$ cat config.mk
export PLATFORM = sky130hd
export DESIGN_NAME = dac_sample_scheduler_flat
export DESIGN_NICKNAME = d
export VERILOG_FILES = /design/src/rtl/dac_sample_scheduler_if.sv /design/src/rtl/dac_sample_scheduler.sv /design/src/flat_wrapper.sv
export SDC_FILE = /design/constraint.sdc
export NUM_CORES = 1
export LEC_CHECK = 0
export ABC_AREA = 1
export CAP_MARGIN = 20
export CORE_ASPECT_RATIO = 1.1
export CORE_MARGIN = 3
export CORE_UTILIZATION = 27
export DETAILED_ROUTE_END_ITERATION = 8
export PLACE_DENSITY = 0.47
export SYNTH_ARGS = -nofsm -noshare
export SYNTH_HDL_FRONTEND = slang
export SYNTH_SLANG_ARGS = --single-unit
$ cat constraint.sdc
create_clock -name clk -period 7.4 [get_ports clk]
set_input_delay 1.85 -clock clk [delete_from_list [all_inputs] [get_ports clk]]
set_output_delay 1.85 -clock clk [all_outputs]
set_load 0.05 [all_outputs]
$ cat src/rtl/dac_sample_scheduler_if.sv
// +------------------------------------------------------------------------+
// | Module : dac_sample_scheduler_if                                       |
// | Brief  : Producer / control / DAC-side bundle of dac_sample_scheduler  |
// | Rev    : 1.0                                                           |
// +------------------------------------------------------------------------+
`default_nettype none

interface dac_sample_scheduler_if #(
   parameter int DATA_W     = 8,
   parameter int FIFO_DEPTH = 4
);
   localparam int LVL_W = $clog2(FIFO_DEPTH) + 1;

   logic              enable;
   logic              mute;
   logic [DATA_W-1:0] s_data;
   logic              s_valid;
   logic              s_ready;
   logic [DATA_W-1:0] dac_data;
   logic              sample_tick;
   logic              underrun;
   logic [LVL_W-1:0]  fifo_level;

   modport master (
      output enable, mute, s_data, s_valid,
      input  s_ready, dac_data, sample_tick, underrun, fifo_level
   );

   modport slave (
      input  enable, mute, s_data, s_valid,
      output s_ready, dac_data, sample_tick, underrun, fifo_level
   );
endinterface

`default_nettype wire

$ cat src/rtl/dac_sample_scheduler.sv
// +------------------------------------------------------------------------+
// | Module : dac_sample_scheduler                                          |
// | Brief  : FIFO-buffered sample pacing with underrun flag and soft mute  |
// | Rev    : 1.0                                                           |
// +------------------------------------------------------------------------+
`default_nettype none

module dac_sample_scheduler #(
   parameter int DATA_W     = 8,
   parameter int FIFO_DEPTH = 4,
   parameter int SAMPLE_DIV = 256,
   parameter int MUTE_STEP  = 1
) (
   input  wire logic              clk,
   input  wire logic              rst,
   dac_sample_scheduler_if.slave  bus
);
   localparam int c_AW    = $clog2(FIFO_DEPTH);
   localparam int c_LVL_W = c_AW + 1;
   localparam int c_DIV_W = $clog2(SAMPLE_DIV);

   localparam logic [DATA_W-1:0]  c_MID      = {1'b1, {(DATA_W-1){1'b0}}};
   localparam logic [DATA_W:0]    c_STEP     = (DATA_W+1)'(MUTE_STEP);
   localparam logic [c_DIV_W-1:0] c_DIV_LAST = c_DIV_W'(SAMPLE_DIV - 1);
   localparam logic [c_LVL_W-1:0] c_FULL     = c_LVL_W'(FIFO_DEPTH);

   typedef enum logic [1:0] {
      S_IDLE   = 2'd0,
      S_RUN    = 2'd1,
      S_MUTING = 2'd2,
      S_MUTED  = 2'd3
   } state_t;

   state_t              r_state, w_state_nxt;
   logic [c_DIV_W-1:0]  r_div, w_div_nxt;
   logic [DATA_W-1:0]   r_dac, w_dac_nxt;
   logic                r_tick, w_tick_nxt;
   logic                r_under, w_under_nxt;
   logic                w_pop, w_flush, w_push, w_ready, w_empty, w_div_last;

   logic [DATA_W-1:0]   r_mem [FIFO_DEPTH];
   logic [c_AW-1:0]     r_wr_ptr, r_rd_ptr;
   logic [c_LVL_W-1:0]  r_level;

   logic                w_above;
   logic [DATA_W-1:0]   w_dist, w_step, w_ramp;

   assign w_empty    = (r_level == '0);
   assign w_ready    = (r_state != S_IDLE) && (r_level != c_FULL);
   assign w_push     = bus.s_valid & w_ready;
   assign w_div_last = (r_div == c_DIV_LAST);

   // One ramp step toward midscale, clamped so it lands exactly on MID.
   assign w_above = (r_dac > c_MID);
   assign w_dist  = w_above ? (r_dac - c_MID) : (c_MID - r_dac);
   assign w_step  = ({1'b0, w_dist} < c_STEP) ? w_dist : c_STEP[DATA_W-1:0];
   assign w_ramp  = w_above ? (r_dac - w_step) : (r_dac + w_step);

   always_ff @(posedge clk) begin
      if (rst) begin
         r_state <= S_IDLE;
         r_div   <= '0;
         r_dac   <= c_MID;
         r_tick  <= 1'b0;
         r_under <= 1'b0;
      end else begin
         r_state <= w_state_nxt;
         r_div   <= w_div_nxt;
         r_dac   <= w_dac_nxt;
         r_tick  <= w_tick_nxt;
         r_under <= w_under_nxt;
      end
   end

   always_comb begin
      w_state_nxt = r_state;
      w_div_nxt   = r_div;
      w_dac_nxt   = r_dac;
      w_tick_nxt  = 1'b0;
      w_under_nxt = r_under;
      w_pop       = 1'b0;
      w_flush     = 1'b0;
      if (!bus.enable) begin
         w_state_nxt = S_IDLE;
         w_div_nxt   = '0;
         w_dac_nxt   = c_MID;
         w_flush     = 1'b1;
      end else if (r_state == S_IDLE) begin
         w_state_nxt = S_RUN;
         w_div_nxt   = '0;
         w_under_nxt = 1'b0;
         w_flush     = 1'b1;
      end else begin
         w_div_nxt  = w_div_last ? '0 : r_div + c_DIV_W'(1);
         w_tick_nxt = w_div_last;
         case (r_state)
            S_RUN: begin
               if (w_div_last) begin
                  if (w_empty) begin
                     w_under_nxt = 1'b1;
                  end else begin
                     w_pop     = 1'b1;
                     w_dac_nxt = r_mem[r_rd_ptr];
                  end
               end
               if (bus.mute) w_state_nxt = S_MUTING;
            end
            S_MUTING: begin
               // Popped entries are discarded so the stream stays time-aligned.
               if (w_div_last) begin
                  w_pop     = !w_empty;
                  w_dac_nxt = w_ramp;
                  if (w_ramp == c_MID) w_state_nxt = S_MUTED;
               end
               if (!bus.mute) w_state_nxt = S_RUN;
            end
            S_MUTED: begin
               if (w_div_last) begin
                  w_pop     = !w_empty;
                  w_dac_nxt = c_MID;
               end
               if (!bus.mute) w_state_nxt = S_RUN;
            end
            default: w_state_nxt = S_IDLE;
         endcase
      end
   end

   always_ff @(posedge clk) begin
      if (w_push) r_mem[r_wr_ptr] <= bus.s_data;
   end

   always_ff @(posedge clk) begin
      if (rst || w_flush) begin
         r_wr_ptr <= '0;
         r_rd_ptr <= '0;
         r_level  <= '0;
      end else begin
         if (w_push) r_wr_ptr <= r_wr_ptr + c_AW'(1);
         if (w_pop)  r_rd_ptr <= r_rd_ptr + c_AW'(1);
         case ({w_push, w_pop})
            2'b10:   r_level <= r_level + c_LVL_W'(1);
            2'b01:   r_level <= r_level - c_LVL_W'(1);
            default: r_level <= r_level;
         endcase
      end
   end

   assign bus.s_ready     = w_ready;
   assign bus.dac_data    = r_dac;
   assign bus.sample_tick = r_tick;
   assign bus.underrun    = r_under;
   assign bus.fifo_level  = r_level;
endmodule

`default_nettype wire
$ cat src/flat_wrapper.sv
// flat-port wrapper written by rule: the top's interface ports become plain ports
module dac_sample_scheduler_flat 
#(
   parameter int DATA_W     = 8,
   parameter int FIFO_DEPTH = 4,
   parameter int SAMPLE_DIV = 256,
   parameter int MUTE_STEP  = 1
)
  (clk, rst, bus_enable, bus_mute, bus_s_data, bus_s_valid, bus_s_ready, bus_dac_data, bus_sample_tick, bus_underrun, bus_fifo_level);
  dac_sample_scheduler_if #(.DATA_W(DATA_W), .FIFO_DEPTH(FIFO_DEPTH)) bus_i ();
  input  wire logic clk;
  input  wire logic rst;
  input wire logic [$bits(bus_i.enable)-1:0] bus_enable;
  input wire logic [$bits(bus_i.mute)-1:0] bus_mute;
  input wire logic [$bits(bus_i.s_data)-1:0] bus_s_data;
  input wire logic [$bits(bus_i.s_valid)-1:0] bus_s_valid;
  output wire logic [$bits(bus_i.s_ready)-1:0] bus_s_ready;
  output wire logic [$bits(bus_i.dac_data)-1:0] bus_dac_data;
  output wire logic [$bits(bus_i.sample_tick)-1:0] bus_sample_tick;
  output wire logic [$bits(bus_i.underrun)-1:0] bus_underrun;
  output wire logic [$bits(bus_i.fifo_level)-1:0] bus_fifo_level;
  assign bus_i.enable = bus_enable;
  assign bus_i.mute = bus_mute;
  assign bus_i.s_data = bus_s_data;
  assign bus_i.s_valid = bus_s_valid;
  assign bus_s_ready = bus_i.s_ready;
  assign bus_dac_data = bus_i.dac_data;
  assign bus_sample_tick = bus_i.sample_tick;
  assign bus_underrun = bus_i.underrun;
  assign bus_fifo_level = bus_i.fifo_level;
  dac_sample_scheduler #(.DATA_W(DATA_W), .FIFO_DEPTH(FIFO_DEPTH), .SAMPLE_DIV(SAMPLE_DIV), .MUTE_STEP(MUTE_STEP)) u_core (.clk(clk), .rst(rst), .bus(bus_i));
endmodule
==> flow_metrics.env, run 1 <==
export IMPL_dp_hpwl_um=5332
export IMPL_root_buffer="clkbuf_16"
export IMPL_setup_viol=0
export IMPL_synthCells=367
export IMPL_fmax_mhz=256.4
export IMPL_multi_input_area_um2=1435
export IMPL_cts_resized_gates=0
export IMPL_initial_core_util_pct=28.43
export IMPL_ys_warn_count=0
export IMPL_cp_end_kind="primary output"
export IMPL_cts_hold_buf=0
export IMPL_cts_tree="yes"
export IMPL_ys_dominant_reg_cell="edfxtp_1"
export IMPL_start_kind="register"
export IMPL_vdd_drop_max_mv=0.1247
export IMPL_post_drt_wl_per_cell_um=13.26
export IMPL_first_pass_iters=4
export IMPL_final_hold_violation_count=0
export IMPL_fin_crit_sh_pct=52.71
export IMPL_p_leak_nw=1.502
export IMPL_grt_overflow_total=0
export IMPL_yosysTopAreaCell="edfxtp_1"
export IMPL_port_buffer_count=26
export IMPL_nNetsFinal=427
export IMPL_slew_violations=0
export IMPL_cts_reportedPaths_clkPinSlew_ns=0.06
export IMPL_grt_max_degree=18
export IMPL_post_cts_repair_setup_buffers=0
export IMPL_ys_types=38
export IMPL_dieHeight_um=119.9
export IMPL_netlist_area_um2=3187
export IMPL_ioPinCount=27
export IMPL_crit_required_ns=5.55
export IMPL_yosysTopAreaCellShare_pct=30.15
export IMPL_grt_pass1_wl_um=12420
export IMPL_place_inst=534
export IMPL_die_w_um=109.6
export IMPL_post_route_util_pct=34.63
export IMPL_antenna_found_initial=0
export IMPL_fin_cells=549
export IMPL_crit_fanout=8
export IMPL_vias=2490
export IMPL_drt_iter0_markers=96
export IMPL_finalCriticalPeriod_ns=3.901
export IMPL_fp_dieArea_um2=13140
export IMPL_drc_errors=0
export IMPL_diodes=0
export IMPL_ys_async_sr_fraction_pct=0
export IMPL_syn_avg_cell_area_um2=8.683
export IMPL_num_rows=40
export IMPL_fillers=1168
export IMPL_synth_seq_area_share_pct=48.37
export IMPL_wirelength_um=7281
export IMPL_pwr_density_cell_nw_per_um2=203.1
export IMPL_core_um2=11210
export IMPL_outcome="finished clean"
export IMPL_worst_slew_pin_slew_ns=0.8469
export IMPL_synth_seq_cells=61
export IMPL_crit_type="reg2out"
export IMPL_rsz0062_at_grt="no"
export IMPL_routed_via_density=4.536
export IMPL_place_congestion=0.7979
export IMPL_tns_ns=0
export IMPL_drv_cap=0
export IMPL_drive_gt1_share_pct=11.19
export IMPL_cts_sinks=61
export IMPL_yosysMostFrequentCell="nand2_1"
export IMPL_area_growth_pct=21.83
export IMPL_clk_insertion_delay_late_ns=0.33
export IMPL_regArea_um2=1541
export IMPL_htree_num_levels=3
export IMPL_cp_arrival_ns=2.05
export IMPL_ant_nets=0
export IMPL_numCtsBuffers=9
export IMPL_hp_class="reg2reg"
export IMPL_grt_use_total_pct=12.28
export IMPL_synth_enable_flop_cells=32
export IMPL_syn_nets=396
export IMPL_synth_top_cells_by_area="edfxtp_1, dfxtp_1, nand2_1, ha_1, inv_1"
export IMPL_slew_headroom_pct=43.33
export IMPL_synth_top_cells_by_count="nand2_1, inv_1, nor2_1"
export IMPL_first_global_vias=2476
export IMPL_skew_ns=0.006436
export IMPL_cts_buffer_depth=2
-- cell usage in the layout, fill, tap and decap left out, types with 2 or more instances in the layout --
cell type and n:
nand2_2 2, nor2_4 2, a21o_1 2, o21ai_2 2
clkdlybuf4s50_1 26, nand3_1 16, nor2_2 9, nor2_1 45
fa_1 2, dfxtp_1 29, ha_1 14, o21ai_0 23
nand4_1 7, nand3b_1 2, a221o_1 3, edfxtp_1 32
a21oi_1 25, a31oi_1 7, nand3_2 2, inv_2 3
nand2_1 63, a21oi_2 4, o22ai_1 4, clkinv_2 3
inv_1 45, or2_2 3, nand2_4 2, xor2_1 2
nor3_1 3, clkbuf_16 9
-- cells by family (layout without fill, tap and decap cells) --
group                    after synthesis  after routing  share of synthesized area [%]
AND/OR/NAND/NOR                      159            159                          23.79
flip-flops                            61             61                          48.37
AO/OA/AOI/OAI                         74             74                          13.66
buffers and inverters                 54             89                          6.596
XOR/XNOR                               3              3                         0.8247
adder cells (fa/ha/maj)               16             16                          6.753
-- registers in the layout (all words and copies together) (netlist names), named ones only --
signal                  count
u_core.r_state              2
u_core.r_mem               32
u_core.bus.fifo_level       3
u_core.bus.sample_tick      1
u_core.bus.underrun         1
u_core.bus.dac_data         8
u_core.r_wr_ptr             2
u_core.r_rd_ptr             2
u_core.r_div                8
-- routing by layer --
| layer | wire, um | track usage, % |
|---|---|---|
| met5 | 0 | 0 |
| met4 | 89 | 5.378 |
| met3 | 163 | 2.259 |
| met2 | 3709 | 20.84 |
| met1 | 3319 | 14.95 |
-- final timing paths --
| path | startpoint | end | slack (ns) | cells after the start |
|---|---|---|---|---|
| setup / recovery | u_core.r_state[1] | bus_s_ready | 3.50 | 3 |
| hold / removal | u_core.bus.underrun | u_core.bus.underrun | 0.46 | 2 |
| setup reg to reg | u_core.bus.dac_data[0] | u_core.r_state[0] | 3.73 | 25 |
| hold reg to reg | u_core.bus.underrun | u_core.bus.underrun | 0.46 | 2 |
-- cell type report --
type                            instances  share of cell area [%]
Tap cell                              147                   4.737
Sequential cell                        61                   39.70
Timing Repair Buffer                   26                   6.703
Inverter                               48                   4.641
Clock inverter                          5                   1.354
Clock buffer                           10                   5.898
Multi-Input combinational cell        252                   36.96
-- report_power, final --
group	total [mW]	switching, mW	internal [mW]
Clock	0.404	0.148	0.257
Combinational	0.0248	0.0142	0.0106
Sequential	0.360	0.00127	0.358
-- metrics by stage --
stage / hold WS [ns] / total power [mW] / worst slack, ns / area, um2
5_1_grt: 0.4914 / 0.8156 / 3.342 / 3882
4_1_cts: 0.4635 / 0.7967 / 3.460 / 3882
3_5_place_dp: 0.4537 / 0.3920 / 3.428 / 3601
3_3_place_gp: 0.4455 / 0.3918 / 3.492 / 3601
6_report: 0.4625 / 0.7887 / 3.499 / 3882
2_1_floorplan: 0.4303 / 0.3790 / 3.672 / 3187
-- worst max-delay path: stages, from the launching register on --
cell and delay [ns]:
dfxtp_1 0.53, nor2_2 0.14, a31oi_1 0.21, clkdlybuf4s50_1 0.84
Power figures use the tool's default switching activity.
==> inputs of run 2 (changes only) <==
clock period = 4 ns   (was 7.4 ns; I/O delays follow)
==> run 2 against run 1 <==
- largest cell class unchanged
- clock-buffer cell count decreased by 1
- power rose by 87%
- highest routed layer unchanged
- worst setup slack got worse by 3.1 ns
- hold slack got worse by 0.00053 ns
- global-route usage shrank 0.55 points
==> flow_metrics.env, run 2 (same netlist as run 1, synthesis figures left out) <==
export IMPL_outcome="finished clean"
export IMPL_nNetsFinal=427
export IMPL_p_int_mw=1.166
export IMPL_crit_required_ns=4.26
export IMPL_stdcell_area_um2=3905
export IMPL_pwr_share_seq_pct=45.0
export IMPL_place_congestion=0.7769
export IMPL_start_kind="register"
export IMPL_clkPwrFrac_pct=51.9
export IMPL_drv_cap=0
export IMPL_die_w_um=109.6
export IMPL_regArea_um2=1544
export IMPL_crit_path_start="u_core.bus.dac_data[0]"
export IMPL_skew_ns=0.006175
export IMPL_root_buffer="clkbuf_16"
export IMPL_layout_common_cells="nand2_1, inv_1, nor2_1"
export IMPL_vias=2507
export IMPL_cp_arrival_ns=3.84
export IMPL_cts_sinks=61
export IMPL_regToRegStartpoint="u_core.bus.dac_data[0]"
export IMPL_cp_end_kind="register"
export IMPL_post_drt_wl_per_cell_um=12.62
export IMPL_grt_use_total_pct=11.73
export IMPL_post_route_util_pct=34.83
export IMPL_fillers=1177
export IMPL_port_buffer_count=26
export IMPL_regMostFlops="u_core.r_mem"
export IMPL_drive_gt1_share_pct=12.16
export IMPL_multi_input_area_um2=1435
export IMPL_num_rows=40
export IMPL_combPwrFrac_pct=3.1
export IMPL_hp_class="reg2reg"
export IMPL_p_leak_nw=1.507
export IMPL_drc_errors=0
export IMPL_placed_area_um2=3601
export IMPL_pwr_density_cell_nw_per_um2=378.2
export IMPL_cts_tree="yes"
export IMPL_grt_max_degree=18
export IMPL_first_pass_iters=4
export IMPL_final_common_cell="nand2_1"
export IMPL_grt_overflow_total=0
export IMPL_fp_dieArea_um2=13140
export IMPL_core_um2=11210
export IMPL_htree_num_levels=3
export IMPL_hp_start="u_core.r_div[0]"
export IMPL_cts_reportedPaths_clkPinSlew_ns=0.05
export IMPL_ioPinCount=27
export IMPL_setup_viol=0
export IMPL_crit_type="reg2reg"
export IMPL_area_growth_pct=22.54
export IMPL_post_cts_repair_setup_buffers=0
export IMPL_largest_reg_flops=32
export IMPL_slew_violations=0
export IMPL_rsz0062_at_grt="no"
export IMPL_p_sw_share_pct=21.08
export IMPL_dp_hpwl_um=5211
export IMPL_initial_core_util_pct=28.43
export IMPL_slew_headroom_pct=46.59
export IMPL_diodes=0
export IMPL_numCtsBuffers=9
export IMPL_vdd_drop_max_mv=0.2228
export IMPL_drt_iter0_markers=87
export IMPL_clk_insertion_delay_late_ns=0.33
export IMPL_wirelength_um=6943
export IMPL_finalCriticalPeriod_ns=3.576
export IMPL_cts_buffer_depth=2
export IMPL_hold_path_depth=1
export IMPL_crit_fanout=9
export IMPL_dieHeight_um=119.9
export IMPL_rr_worst_depth=24
export IMPL_ant_nets=0
export IMPL_first_global_vias=2461
export IMPL_cts_hold_buf=0
export IMPL_fmax_mhz=279.7
export IMPL_power_switching_uw=311.4
export IMPL_routed_via_density=4.558
export IMPL_grt_pass1_wl_um=11970
export IMPL_fin_crit_sh_pct=89.40
export IMPL_tns_ns=0
export IMPL_final_hold_violation_count=0
export IMPL_worst_slew_pin_slew_ns=0.7982
export IMPL_antenna_found_initial=0
## run 2: cell types whose count changed in the layout (fill, tap and decap cells not counted)
cell | previous run | this run
clkbuf_1 | 1 | 0
clkinv_2 | 3 | 1
clkinv_4 | 0 | 3
clkinvlp_4 | 1 | 2
dfxtp_1 | 29 | 27
dfxtp_2 | 0 | 2
## run 2: what timing repair did
action | in CTS | in global routing
hold endpoints to repair | 0 | 0
endpoints found under the setup margin | 0 | 2
resized for setup | 0 | 2
## run 2: layout make-up
class	count	share of cell area (%)
inverters	48	4.614
flip-flops and latches	61	39.54
multi-input cells	252	36.75
repair buffers	26	6.665
clock buffers	9	5.767
clock inverters	7	1.954
well taps	147	4.710
## run 2: layer usage
| layer | up-vias | share of wire [%] | global-route usage (%) |
|---|---|---|---|
| li1 | 1310 | - | - |
| met1 | 1146 | 45 | 14.54 |
| met5 | - | 0 | 0 |
| met3 | 13 | 3.1 | 2.797 |
| met2 | 38 | 49 | 19.31 |
| met4 | 0 | 2.5 | 4.832 |
## run 2: path summary, 6_finish.rpt
path                  endpoint  slack [ns]
max          u_core.r_state[0]        0.42
min            u_core.r_div[0]        0.46
max reg2reg  u_core.r_state[0]        0.42
min reg2reg    u_core.r_div[0]        0.46
## run 2: metrics by stage
step / hold slack, ns / power, mW / instances / worst slack [ns]
floorplan: 0.4303 / 0.7012 / 367 / 0.2716
global placement: 0.4491 / 0.7244 / 534 / 0.4561
detailed placement: 0.4570 / 0.7249 / 534 / 0.3680
CTS: 0.4692 / 1.497 / 550 / 0.3429
global route: 0.4930 / 1.530 / 550 / 0.01653
finish: 0.4620 / 1.477 / 550 / 0.4242
## run 2: power by group through the flow
stage          clock network (mW)  logic [mW]  registers, mW
6_report                    0.766      0.0457          0.665
5_1_grt                     0.814      0.0514          0.665
4_1_cts                     0.785      0.0467          0.665
3_5_place_dp                    0      0.0465          0.678
3_3_place_gp                    0      0.0459          0.679
2_1_floorplan                   0      0.0218          0.679
## run 2: worst max-delay path, cell delays in order (launching register included)
cell	delay [ns]
dfxtp_2	0.36
inv_2	0.11
ha_1	0.20
inv_1	0.06
nor2_2	0.10
nand3_2	0.11
nand2_4	0.13
nand2_2	0.06
a21oi_2	0.12
nand3_2	0.11
nand3b_1	0.21
ha_1	0.29
inv_1	0.04
o21ai_2	0.14
inv_1	0.07
fa_1	0.42
xor2_1	0.21
nand3_1	0.12
nor2_2	0.11
nand2_1	0.06
nor2_2	0.07
nand4_1	0.12
nand2_1	0.10
nand2_1	0.06
a21oi_2	0.10
==> inputs of run 3 (changes only) <==
GPL_TIMING_DRIVEN = 0   (was not set)
clock period = 3.6 ns   (was 4 ns; I/O delays follow)
==> run 3 against run 2 <==
- core utilization up 2.2 points
- worst setup slack worse by 0.22 ns
- sequential share of layout area down 2.2 points
- combinational power is 12% higher
- sequential power increased by 11%
- clock-buffer cell count unchanged
- critical path depth rose by 2
- die area is the same
- power is 10% higher
- global-route usage about the same
- critical path type unchanged
- largest cell class unchanged
==> flow_metrics.env, run 3 (same netlist as run 1, synthesis figures left out) <==
export IMPL_outcome="finished clean"
export IMPL_fillers=1144
export IMPL_root_buffer="clkbuf_16"
export IMPL_min_to="u_core.r_rd_ptr[1]"
export IMPL_numCtsBuffers=9
export IMPL_final_common_cell="nand2_1"
export IMPL_wirelength_um=7345
export IMPL_ant_nets=0
export IMPL_timing_rr_end="u_core.r_state[0]"
export IMPL_vias=2562
export IMPL_regToRegSetupSlack_ns=0.21
export IMPL_dieHeight_um=119.9
export IMPL_grt_pass1_wl_um=12050
export IMPL_first_pass_iters=4
export IMPL_p_leak_nw=1.605
export IMPL_fp_dieArea_um2=13140
export IMPL_cp_arrival_ns=3.64
export IMPL_crit_required_ns=3.85
export IMPL_cp_slowest_cell="dfxtp_4"
export IMPL_cts_reportedPaths_clkPinSlew_ns=0.05
export IMPL_antenna_found_initial=0
export IMPL_die_w_um=109.6
export IMPL_port_buffer_count=26
export IMPL_fmax_mhz=294.6
export IMPL_post_drt_wl_per_cell_um=12.84
export IMPL_worst_slew_pin_slew_ns=0.8670
export IMPL_slowest_delay_ns=0.37
export IMPL_grt_use_total_pct=11.77
export IMPL_initial_core_util_pct=28.43
export IMPL_nNetsFinal=449
export IMPL_crit_fanout=4
export IMPL_vdd_drop_max_mv=0.2078
export IMPL_rsz0062_at_grt="yes"
export IMPL_first_global_vias=2427
export IMPL_rr_worst_depth=26
export IMPL_drive_gt1_share_pct=19.53
export IMPL_slew_violations=0
export IMPL_finalCriticalPeriod_ns=3.394
export IMPL_top_layer="met4"
export IMPL_dp_hpwl_um=5298
export IMPL_hold_path_depth=2
export IMPL_drt_iter0_markers=113
export IMPL_tns_ns=0
export IMPL_drv_cap=0
export IMPL_hold_ws_ns=0.4627
export IMPL_crit_type="reg2reg"
export IMPL_wl_met3_um=232
export IMPL_ioPinCount=27
export IMPL_layout_common_cells="nand2_1, nor2_1, inv_1"
export IMPL_htree_num_levels=3
export IMPL_pwr_density_cell_nw_per_um2=392.4
export IMPL_grt_overflow_total=0
export IMPL_diodes=0
export IMPL_area_growth_pct=30.31
export IMPL_grt_max_degree=13
export IMPL_cts_buffer_depth=2
export IMPL_cts_tree="yes"
export IMPL_cp_end_kind="register"
export IMPL_fin_crit_sh_pct=94.28
export IMPL_cts_sinks=61
export IMPL_hp_class="reg2reg"
export IMPL_hp_start="u_core.r_rd_ptr[1]"
export IMPL_core_um2=11210
export IMPL_setup_viol=0
export IMPL_final_hold_violation_count=0
export IMPL_routed_via_density=4.479
export IMPL_regToRegStartpoint="u_core.bus.dac_data[1]"
export IMPL_regMostFlops="u_core.r_mem"
export IMPL_num_rows=40
export IMPL_place_congestion=0.8100
export IMPL_wl_met2_um=3697
export IMPL_drc_errors=0
export IMPL_placed_area_um2=3633
export IMPL_largest_reg_flops=32
export IMPL_skew_ns=0.006656
export IMPL_slew_headroom_pct=41.98
export IMPL_stdcell_area_um2=4153
export IMPL_start_kind="register"
export IMPL_clk_insertion_delay_late_ns=0.32
export IMPL_wl_met1_um=3331
[run 3: power breakdown]
part           total (mW)  internal, mW  switching, mW
logic              0.0513        0.0218         0.0294
registers           0.738         0.735        0.00248
clock network       0.841         0.537          0.304
total                1.63          1.29          0.336
[run 3: area by class of cell]
| type | instances | area (um2) | share of cell area, % |
|---|---|---|---|
| sequential | 61 | 1550 | 37.33 |
| multi-input combinational | 252 | 1510 | 36.37 |
| timing repair buffer | 42 | 392.9 | 9.461 |
| clock buffer | 9 | 225.2 | 5.423 |
| inverter | 48 | 185.2 | 4.459 |
| tap | 147 | 183.9 | 4.429 |
| clock inverter | 7 | 75.07 | 1.808 |
| buffer | 6 | 30.03 | 0.7231 |
[run 3: what timing repair did]
action / CTS / global route
pin swaps: 1 / 17
setup endpoints to repair: 2 / 3
setup buffers: 3 / 13
gates resized for setup: 5 / 20
hold buffers: 0 / 0
[run 3: worst max-delay path by stage]
| stage | end | cells after the start | from | slack [ns] |
|---|---|---|---|---|
| after global routing | u_core.r_state[0] | 26 | u_core.bus.dac_data[1] | -0.08 |
| after global placement | u_core.r_state[0] | 26 | u_core.bus.dac_data[0] | -0.16 |
| after detailed placement | u_core.r_state[0] | 26 | u_core.bus.dac_data[0] | -0.18 |
| after CTS | u_core.r_state[0] | 26 | u_core.bus.dac_data[1] | 0.03 |
| after floorplan | u_core.r_state[0] | 27 | u_core.bus.dac_data[0] | 0.1 |
| final | u_core.r_state[0] | 26 | u_core.bus.dac_data[1] | 0.21 |
[run 3: critical path: cells and delay by family (launching register included)]
kind | cells | cell delay [ns]
adder cells (fa/ha/maj) | 3 | 0.80
flip-flops | 1 | 0.37
AND/OR/NAND/NOR | 14 | 1.36
XOR/XNOR | 1 | 0.08
buffers and inverters | 5 | 0.29
AO/OA/AOI/OAI | 3 | 0.42
[run 3: per-layer routing]
layer	GRT usage [%]	vias up
met5	0	-
met4	4.677	0
met3	2.528	6
met2	19.05	42
met1	15.15	1166
li1	-	1348
[run 3: per-stage QoR]
step / util (%) / power (mW) / instances / worst slack, ns
floorplan: - / 0.7791 / 367 / 0.09852
global placement: 32.41 / 0.8051 / 540 / -0.1588
detailed placement: 32.41 / 0.8057 / 540 / -0.1752
CTS: 35.49 / 1.660 / 559 / 0.02612
global route: 37.04 / 1.689 / 572 / -0.08168
finish: 37.04 / 1.630 / 572 / 0.2060
